## src/rtl/fsm_cu_pkg.sv

```systemverilog
// Shared definitions for the calculator control unit: state codes,
// write-data mux select codes and register-file addresses.
package fsm_cu_pkg;

    // State codes are fixed because cs is exported to the datapath and to debug.
    typedef enum logic [3:0] {
        S0 = 4'd0,
        S1 = 4'd1,
        S2 = 4'd2,
        S3 = 4'd3,
        S4 = 4'd4,
        S5 = 4'd5,
        S6 = 4'd6,
        S7 = 4'd7,
        S8 = 4'd8
    } state_t;

    // Write-data mux (s1) select codes.
    localparam logic [1:0] SEL_ALU  = 2'b00;
    localparam logic [1:0] SEL_IDLE = 2'b01;
    localparam logic [1:0] SEL_B    = 2'b10;
    localparam logic [1:0] SEL_A    = 2'b11;

    // Register-file addresses.
    localparam logic [1:0] R0 = 2'd0;
    localparam logic [1:0] R1 = 2'd1;
    localparam logic [1:0] R2 = 2'd2;
    localparam logic [1:0] R3 = 2'd3;

    // ALU function code used when R3 is read back for the output port.
    localparam logic [1:0] C_READOUT = 2'b10;

    // Maps the op field onto the compute state that performs that operation.
    function automatic state_t op_state(input logic [1:0] op);
        state_t s;
        case (op)
            2'b00:   s = S4;
            2'b01:   s = S5;
            2'b10:   s = S6;
            default: s = S7;
        endcase
        return s;
    endfunction

endpackage

```

## src/rtl/fsm_cu_decode.sv

```systemverilog
// Pure combinational decode of the current state into datapath controls.
// Anything outside S0..S8 decodes to the idle (S0) values.
module fsm_cu_decode
    import fsm_cu_pkg::*;
(
    input  logic [3:0] cs,
    output logic       we,
    output logic       rea,
    output logic       reb,
    output logic       s2,
    output logic       done,
    output logic [1:0] s1,
    output logic [1:0] wa,
    output logic [1:0] raa,
    output logic [1:0] rab,
    output logic [1:0] c
);

    // Moore output table; idle values first so unused codes fall back to S0.
    always_comb begin
        s1   = SEL_IDLE;
        wa   = R0;
        we   = 1'b0;
        raa  = R0;
        rea  = 1'b0;
        rab  = R0;
        reb  = 1'b0;
        c    = 2'b00;
        s2   = 1'b0;
        done = 1'b0;
        case (cs)
            S1: begin
                s1 = SEL_A;
                wa = R1;
                we = 1'b1;
            end
            S2: begin
                s1 = SEL_B;
                wa = R2;
                we = 1'b1;
            end
            S4, S5, S6, S7: begin
                s1  = SEL_ALU;
                wa  = R3;
                we  = 1'b1;
                raa = R1;
                rea = 1'b1;
                rab = R2;
                reb = 1'b1;
                // S4..S7 are 4+op, so the low state bits are the ALU function.
                c   = cs[1:0];
            end
            S8: begin
                raa  = R3;
                rea  = 1'b1;
                rab  = R3;
                reb  = 1'b1;
                c    = C_READOUT;
                done = 1'b1;
            end
            default: begin
                s1 = SEL_IDLE;
            end
        endcase
    end

endmodule

```

## src/rtl/fsm_cu.sv

```systemverilog
// Calculator control unit: loads A into R1, B into R2, computes
// R3 = R1 op R2, then presents R3 on both read ports with done raised.
module fsm_cu
    import fsm_cu_pkg::*;
(
    input  logic       clk,
    input  logic       rst,
    input  logic       go,
    input  logic [1:0] op,
    output logic       we,
    output logic       rea,
    output logic       reb,
    output logic       s2,
    output logic       done,
    output logic [3:0] cs,
    output logic [1:0] s1,
    output logic [1:0] wa,
    output logic [1:0] raa,
    output logic [1:0] rab,
    output logic [1:0] c
);

    state_t state;
    state_t next_state;

    // State register; synchronous reset wins over any pending transition.
    always_ff @(posedge clk) begin
        if (rst) begin
            state <= S0;
        end else begin
            state <= next_state;
        end
    end

    // Next-state logic; go only matters in S0 and op only in S3.
    always_comb begin
        next_state = S0;
        case (state)
            S0:                 next_state = go ? S1 : S0;
            S1:                 next_state = S2;
            S2:                 next_state = S3;
            S3:                 next_state = op_state(op);
            S4, S5, S6, S7:     next_state = S8;
            S8:                 next_state = S0;
            default:            next_state = S0;
        endcase
    end

    assign cs = state;

    fsm_cu_decode u_decode (
        .cs   (cs),
        .we   (we),
        .rea  (rea),
        .reb  (reb),
        .s2   (s2),
        .done (done),
        .s1   (s1),
        .wa   (wa),
        .raa  (raa),
        .rab  (rab),
        .c    (c)
    );

endmodule

```

## config.mk

```make
export PLATFORM = sky130hd
export DESIGN_NAME = fsm_cu
export DESIGN_NICKNAME = d
export VERILOG_FILES = /design/src/rtl/fsm_cu_pkg.sv /design/src/rtl/fsm_cu_decode.sv /design/src/rtl/fsm_cu.sv
export SDC_FILE = /design/constraint.sdc
export NUM_CORES = 1
export LEC_CHECK = 0
export CORE_AREA = 2 2 39 41
export CTS_CLUSTER_SIZE = 20
export DETAILED_ROUTE_END_ITERATION = 10
export DIE_AREA = 0 0 41 43
export HOLD_SLACK_MARGIN = 0.12
export SETUP_SLACK_MARGIN = 0.4
export SLEW_MARGIN = 20
export SYNTH_ARGS = -nofsm -noshare
export SYNTH_HDL_FRONTEND = slang
export SYNTH_SLANG_ARGS = --single-unit
export TNS_END_PERCENT = 100
```

## constraint.sdc

```tcl
create_clock -name clk -period 2.5 [get_ports clk]
set_clock_uncertainty 0.05 [all_clocks]
set_input_delay 0.5 -clock clk [delete_from_list [all_inputs] [get_ports clk]]
set_output_delay 0.5 -clock clk [all_outputs]
set_load 0.02 [all_outputs]
```

### After elaboration in Yosys (flattened, before gate mapping)

Index checks and enable logic that the tools add are counted.

| storage, ports and cells | value |
|---|---|
| logic and storage cells | 27 |
| flip-flop bits (word level) | 4 |
| output and inout bits | 19 |
| input bits | 5 |

| operators by class | value |
|---|---|
| mux-type cells | 11 |
| reduce and logical (&&, ||, !) cells | 5 |
| equality and inequality tests | 10 |

Operators with widths:

| kind | number |
|---|---|
| $pmux W4 S5 | 1 |
| $pmux W2 S3 | 3 |
| $eq A4 B3 Y1 const B | 4 |
| $pmux W2 S2 | 3 |
| $eq A4 B2 Y1 const B | 2 |
| $reduce_or A6 Y1 | 1 |
| $reduce_or A5 Y1 | 1 |
| $eq A4 B1 Y1 const B | 1 |
| $eq A4 B4 Y1 const B | 1 |
| $logic_not A4 Y1 | 1 |
| $mux W1 | 4 |
| $reduce_or A4 Y1 | 1 |
| $eq A2 B1 Y1 const B | 1 |
| $eq A2 B2 Y1 const B | 1 |
| $logic_not A2 Y1 | 1 |

### Longest topological paths before layout

Gate-level depths: netlist of run 1.

| depth | value |
|---|---|
| depth in word-level cells | 3 |
| mapped depth | 4 |
| depth with buffers taken out | 2 |

### Hierarchy

Synthesis of run 1 repeated with hierarchy kept, for this count alone.

| second synthesis, totals | value |
|---|---|
| cells, all modules | 36 |
| area, all modules | 292.8 µm² |

Modules (own cells, without submodules):

| module | cells each | times used | seq. area each (µm²) | area each (µm²) |
|---|---|---|---|---|
| fsm_cu_decode | 21 | 1 | 0.0 | 156.4 |
| fsm_cu | 15 | 1 | 80.1 | 136.4 |

### Least setup slack after synthesis of run 1

Ideal clock, no wire load.

| timing | value |
|---|---|
| path type | flip-flop to output port |
| start | register state[1] (netlist: cs[1]) |
| end | output rab[0] |
| slack | 0.234 ns |
| arrival time | 1.716 ns |
| stages on the path, launching flop included | 4 |
| path buffers | 2 |
| data required time | 1.950 ns |
| cell sequence | dfxtp_1 -> buf_2 -> nor4b_1 -> buf_4 |

| on the way | value |
|---|---|
| longest elaborated chain between the ends | 3 |
| elaborated cells between the ends (all ways) | 7 |
| classes of those cells | 5 x eq/ne; 1 x mux; 1 x reduce/logical |

Ends and longest elaborated chain:

| what | RTL line | text |
|---|---|---|
| start, declared | fsm_cu.sv:23 | `state_t state;` |
| start signal, assigned | fsm_cu.sv:31 | `state <= next_state;` |
| $eq A4 B3 Y1 | fsm_cu_decode.sv:31 | `case (cs)` |
| $reduce_or A4 Y1 | - |  |
| $pmux W2 S2 (*) | fsm_cu_decode.sv:31 |  |
| end, declared | fsm_cu.sv:19 | `output logic [1:0] rab,` |

Mark *: on every way between the ends. The rest lies on a longest branch, timed or not.

### Final worst setup path of run 1

| timing | value |
|---|---|
| start | register state[3] (netlist: cs[3]) |
| end | output c[0] |

| on the way | value |
|---|---|
| longest elaborated chain between the ends | 3 |
| elaborated cells between the ends (all ways) | 7 |
| classes of those cells | 5 x eq/ne; 1 x mux; 1 x reduce/logical |

Ends and longest elaborated chain:

| what | RTL line | text |
|---|---|---|
| $eq A4 B3 Y1 | fsm_cu_decode.sv:31 |  |
| $reduce_or A4 Y1 | - |  |
| $pmux W2 S2 (*) | fsm_cu_decode.sv:31 |  |
| end, declared | fsm_cu.sv:20 | `output logic [1:0] c` |

Marked as above.

==> flow_summary.ini, run 1 <==
[clock_tree]
cts_tree = yes
cts_resized = 17
cts_buffer_depth = 2
clock-root-buffer = clkbuf_4
worstSkewPairLatency_ns = 0.23
cts_hold_buffers = 0
numCtsBuffers = 3
clock-sinks = 4
htreeDepth = 1
clk_pin_slew_ns = 0.04
cts_setup_buffers = 0

[sta]
period_needed_ns = 2.01
setup_violations = 0
setup-tns-final_ns = 0
fmax_mhz = 498
rsz0062_at_grt = no
hold_viol = 0
maxSlewViolCount = 0
fin_hold_ws_ns = 0.462
finalCritPeriodShare_pct = 80.3

[final_layout]
multi_input_area_um2 = 189
largest_register_ffs = 4
seq_area_um2 = 90.1
drive_gt1_share_pct = 22.8
layout.cells.non_filler = 73
nFillCells = 161
postLayoutCellArea_um2 = 537
fin_nets = 64
diodes = 0
area_growth_pct = 66.9

[die]
start_util_pct = 23.2
fp.dieH_um = 43
die_area_um2 = 1760
num_io_pins = 24
core_um2 = 1380
row_count = 14
fp.dieW_um = 41

[logic_synthesis]
synth_compound_area_share_pct = 13.6
ys_types = 24
ys.flop_type = dfxtp_1
syn_nets = 44
synth_xor_area_share_pct = 2.72
yosys-top-cells-area = dfxtp_1 (25%), buf_4 (9.3%), nor4b_4 (7.4%)
synth_area_per_cell_um2 = 8.25
yosys.area.top_type_share_pct = 24.9
synthMuxAreaShare_pct = 0
synth_top_area_cell = dfxtp_1
yosysWarnings = 0
synth_top_family_by_area = simple AND/OR/NAND/NOR gates
async_reset_ff_share_pct = 0
synth.cells.most_frequent = buf_4 (4), dfxtp_1 (4), a21oi_1 (3), nand2b_1 (3), nor2_1 (3)
synth-simple-area-share_pct = 39.3
ys_seq_area_share_pct = 24.9
syn_inst = 39
synthesis.area_um2 = 322
synth_edf_count = 0
synthAdderAreaFrac_pct = 0
synth_seq_cells = 4

[worst_setup_path]
required_ns = 1.95
critPathKind = flop to output pin
max_stage_delay_ns = 0.59
slowest_stage = clkdlybuf4s50_1
start_kind = flop
worstPathCellList = inv_1 -> and3_2 -> clkdlybuf4s50_1
worstPathArrival_ns = 1.46
worst-path-max-fanout = 9
crit_path_end_kind = output pin

[global_routing]
grt_max_degree = 13
antenna_found_initial = 0
grt_pass1_wl_um = 1080
track_usage_pct = 8.94
grt-ovfl-total = 0
grt_pass1_vias = 248

[placed_design]
placed_area_um2 = 517
placed_cells = 70
port_buffers = 22
post-dp-hpwl_um = 552
gp_congestion = 0.697

[routing]
drtAntennaViolNets = 0
wl_per_cell_um = 9.38
routed_via_density = 4.33
drc = 0
num_vias = 316
drtPass1Iterations = 1
first_iter_violations = 0
wirelength_um = 685

[power_and_ir_drop]
pwr_density_cell_nw_per_um2 = 481
total_leakage_power_nw = 0.262
ir_worst_vdd_mv = 0.274
fin_total_pwr_mw = 0.258

[run_status]
status = completed

[min_path]
hold_path.class = flop to flop

[flow_run]
drv_cap = 0
-- final timing paths --
path	start	endpoint	slack [ns]	cells past startpoint
worst min-delay path	cs[0]	cs[2]	0.46	2
worst max-delay path	cs[3]	c[0]	0.49	3
worst max register to register	cs[2]	cs[1]	1.47	2
worst min register to register	cs[0]	cs[2]	0.46	2
-- placed cells by master (no fill, tap or decap) --
master	count
a21oi_1	3
a31o_2	1
and3_2	1
and3b_1	1
clkbuf_4	3
clkdlybuf4s50_1	9
conb_1	1
dfxtp_2	2
dfxtp_4	2
dlygate4sd2_1	12
dlymetal6s2s_1	1
inv_1	2
nand2_1	2
nand2b_1	3
nor2_1	3
nor2b_1	1
nor3_1	1
nor3_2	1
nor4b_2	1
nor4b_4	1
o21a_1	1
o21ai_0	1
o21bai_1	1
or2b_1	1
or3_4	1
xnor2_1	1
-- worst max-delay path: cells and delay by family, from the launching register on --
kind                   cells  cell delay, ns
buffers and inverters      2            0.70
DFF                        1            0.35
and+or+nand+nor            1            0.17
-- routing by layer --
layer	global-route usage [%]	up-vias	part of all wire (%)
met5	0	-	0
met2	11.6	18	40
met4	0	0	0
met3	6.28	0	14
met1	12.9	135	46
li1	-	163	-
-- cell families (layout without fill, tap and decap cells) --
family / after synthesis / count (layout)
compound gates: 7 / 7
other cells: 1 / 1
buf+inv: 9 / 27
simple gates: 17 / 17
flops: 4 / 4
xor+xnor: 1 / 1
-- stage by stage --
step / utilization, % / setup slack (ns)
finish: 38.8 / 0.492
global route: 38.8 / 0.412
CTS: 38.4 / 0.413
detailed placement: 37.3 / 0.379
global placement: 37.3 / 0.383
floorplan: - / 0.446
-- power breakdown --
part           total, mW  switching (mW)  internal (mW)
clock             0.0784          0.0248         0.0536
sequential        0.0848          0.0150         0.0698
combinational     0.0952          0.0490         0.0462
-- final cells by class --
cell class / instances / area share, %
Sequential cell: 4 / 16.8
Timing Repair Buffer: 22 / 38.7
Inverter: 2 / 1.40
Clock buffer: 3 / 4.20
Multi-Input combinational cell: 26 / 35.2
Tap cell: 16 / 3.73
Note: power is estimated with default switching activity, not from simulation.
==> run 2: changes to the inputs <==
==> constraint.sdc (replaced) <==
create_clock -name clk -period 1.7 [get_ports clk]
set_clock_uncertainty 0.05 [all_clocks]
set_input_delay 0.34 -clock clk [delete_from_list [all_inputs] [get_ports clk]]
set_output_delay 0.34 -clock clk [all_outputs]
set_load 0.02 [all_outputs]
==> flow_summary.ini, run 2 (synthesis gave the netlist of run 1 again) <==
[clock_tree]
cts_buffer_depth = 2
htreeDepth = 1
worstSkewPairLatency_ns = 0.24
clock-root-buffer = clkbuf_4
cts_tree = yes
clk_pin_slew_ns = 0.04
numCtsBuffers = 3
cts_hold_buffers = 0
clock-sinks = 4

[flow_run]
drv_cap = 0

[sta]
setup_violations = 0
rsz0062_at_grt = yes
maxSlewViolCount = 0
period_needed_ns = 1.60
hold_viol = 0
fmax_mhz = 624
fin_hold_ws_ns = 0.523
finalCritPeriodShare_pct = 94.2

[routing]
num_vias = 361
first_iter_violations = 0
drtAntennaViolNets = 0
wl_per_cell_um = 9.65
drc = 0
drtPass1Iterations = 1
wirelength_um = 811
routed_via_density = 4.30

[power_and_ir_drop]
clock_power_share_pct = 25.7
ir_worst_vdd_mv = 0.285
pwr-share-comb_pct = 50.0
pwr_density_cell_nw_per_um2 = 656
pwr-share-seq_pct = 24.3
total_leakage_power_nw = 0.315
p_int_mw = 0.300
p_sw_mw = 0.153
swShare_pct = 33.7

[final_layout]
drive_gt1_share_pct = 73.5
fin_nets = 75
layout_common_cells = buf_4 (17), buf_6 (8), clkdlybuf4s50_1 (4)
area_growth_pct = 115
final_common_cell = buf_4
largest_register_ffs = 4
diodes = 0
utilization_pct = 49.9

[die]
fp.dieH_um = 43
fp.dieW_um = 41
row_count = 14
start_util_pct = 23.2
core_um2 = 1380
num_io_pins = 24
die_area_um2 = 1760

[min_path]
hold_path.class = flop to flop

[worst_setup_path]
critPathKind = flop to output pin
required_ns = 1.31
crit_path_end_kind = output pin
worstPathArrival_ns = 1.21
worst-path-max-fanout = 4
rrSetupSlack_ns = 0.56
start_kind = flop

[placed_design]
post-dp-hpwl_um = 593
gp_congestion = 0.675
port_buffers = 22

[global_routing]
track_usage_pct = 11.8
grt_max_degree = 8
grt-ovfl-total = 0
antenna_found_initial = 0
grt_pass1_vias = 333
grt_pass1_wl_um = 1370

[run_status]
status = completed
==> run 2: cell count changes in the layout (fill, tap and decap cells not counted), sizes merged <==
cell and delta:
clkdlybuf4s50 -5, dlymetal6s2s -1, buf +29, dlygate4sd2 -12
==> run 2: critical path: stages, from the launching register on <==
cell      delay [ns]
dfxtp_2         0.33
nor4b_4         0.34
nand2b_4        0.20
buf_6           0.11
==> run 2: cell type report <==
cell class,count,area (um2)
clock buffer,3,22.5
fill,141,693
inverter,2,7.51
multi-input combinational,26,248
sequential,4,90.1
tap,16,20.0
timing repair buffer,33,303
==> run 2: power groups by stage <==
stage / Combinational, mW / Clock [mW] / Sequential [mW]
3_5_place_dp: 0.207 / 0 / 0.113
4_1_cts: 0.217 / 0.122 / 0.110
6_report: 0.227 / 0.116 / 0.110
5_1_grt: 0.242 / 0.134 / 0.111
2_1_floorplan: 0.116 / 0 / 0.119
3_3_place_gp: 0.207 / 0 / 0.114
==> run 2: path summary, 6_finish.rpt <==
path	depth (start not counted)	end	startpoint
worst max register to register	5	cs[1]	cs[0]
worst min-delay path	2	cs[0]	cs[3]
worst max-delay path	3	rea	cs[1]
worst min register to register	2	cs[0]	cs[3]
==> run 2: stage by stage <==
stage	std cells	power [mW]	setup slack, ns	instance area, um2	TNS (ns)
floorplan	39	0.235	-0.0277	385	-0.0555
global placement	79	0.321	-0.114	634	-1.03
detailed placement	79	0.321	-0.156	634	-1.18
CTS	83	0.449	0.0745	658	0
global route	84	0.487	-0.0186	691	-0.0403
finish	84	0.453	0.0985	691	0
==> run 2: repair_timing <==
action | CTS | global route
pin swaps | 1 | 1
resized for setup | 99 | 8
setup buffers | 1 | 1
endpoints found under the setup margin | 18 | 16
==> run 2: metal layers <==
metal | vias to the layer above | share of wire, % | GRT usage, %
li1 | 182 | - | -
met2 | 13 | 55 | 18.1
met1 | 164 | 38 | 12.5
met4 | 0 | 1.2 | 8.00
met5 | - | 0 | 0
met3 | 2 | 5.3 | 4.71
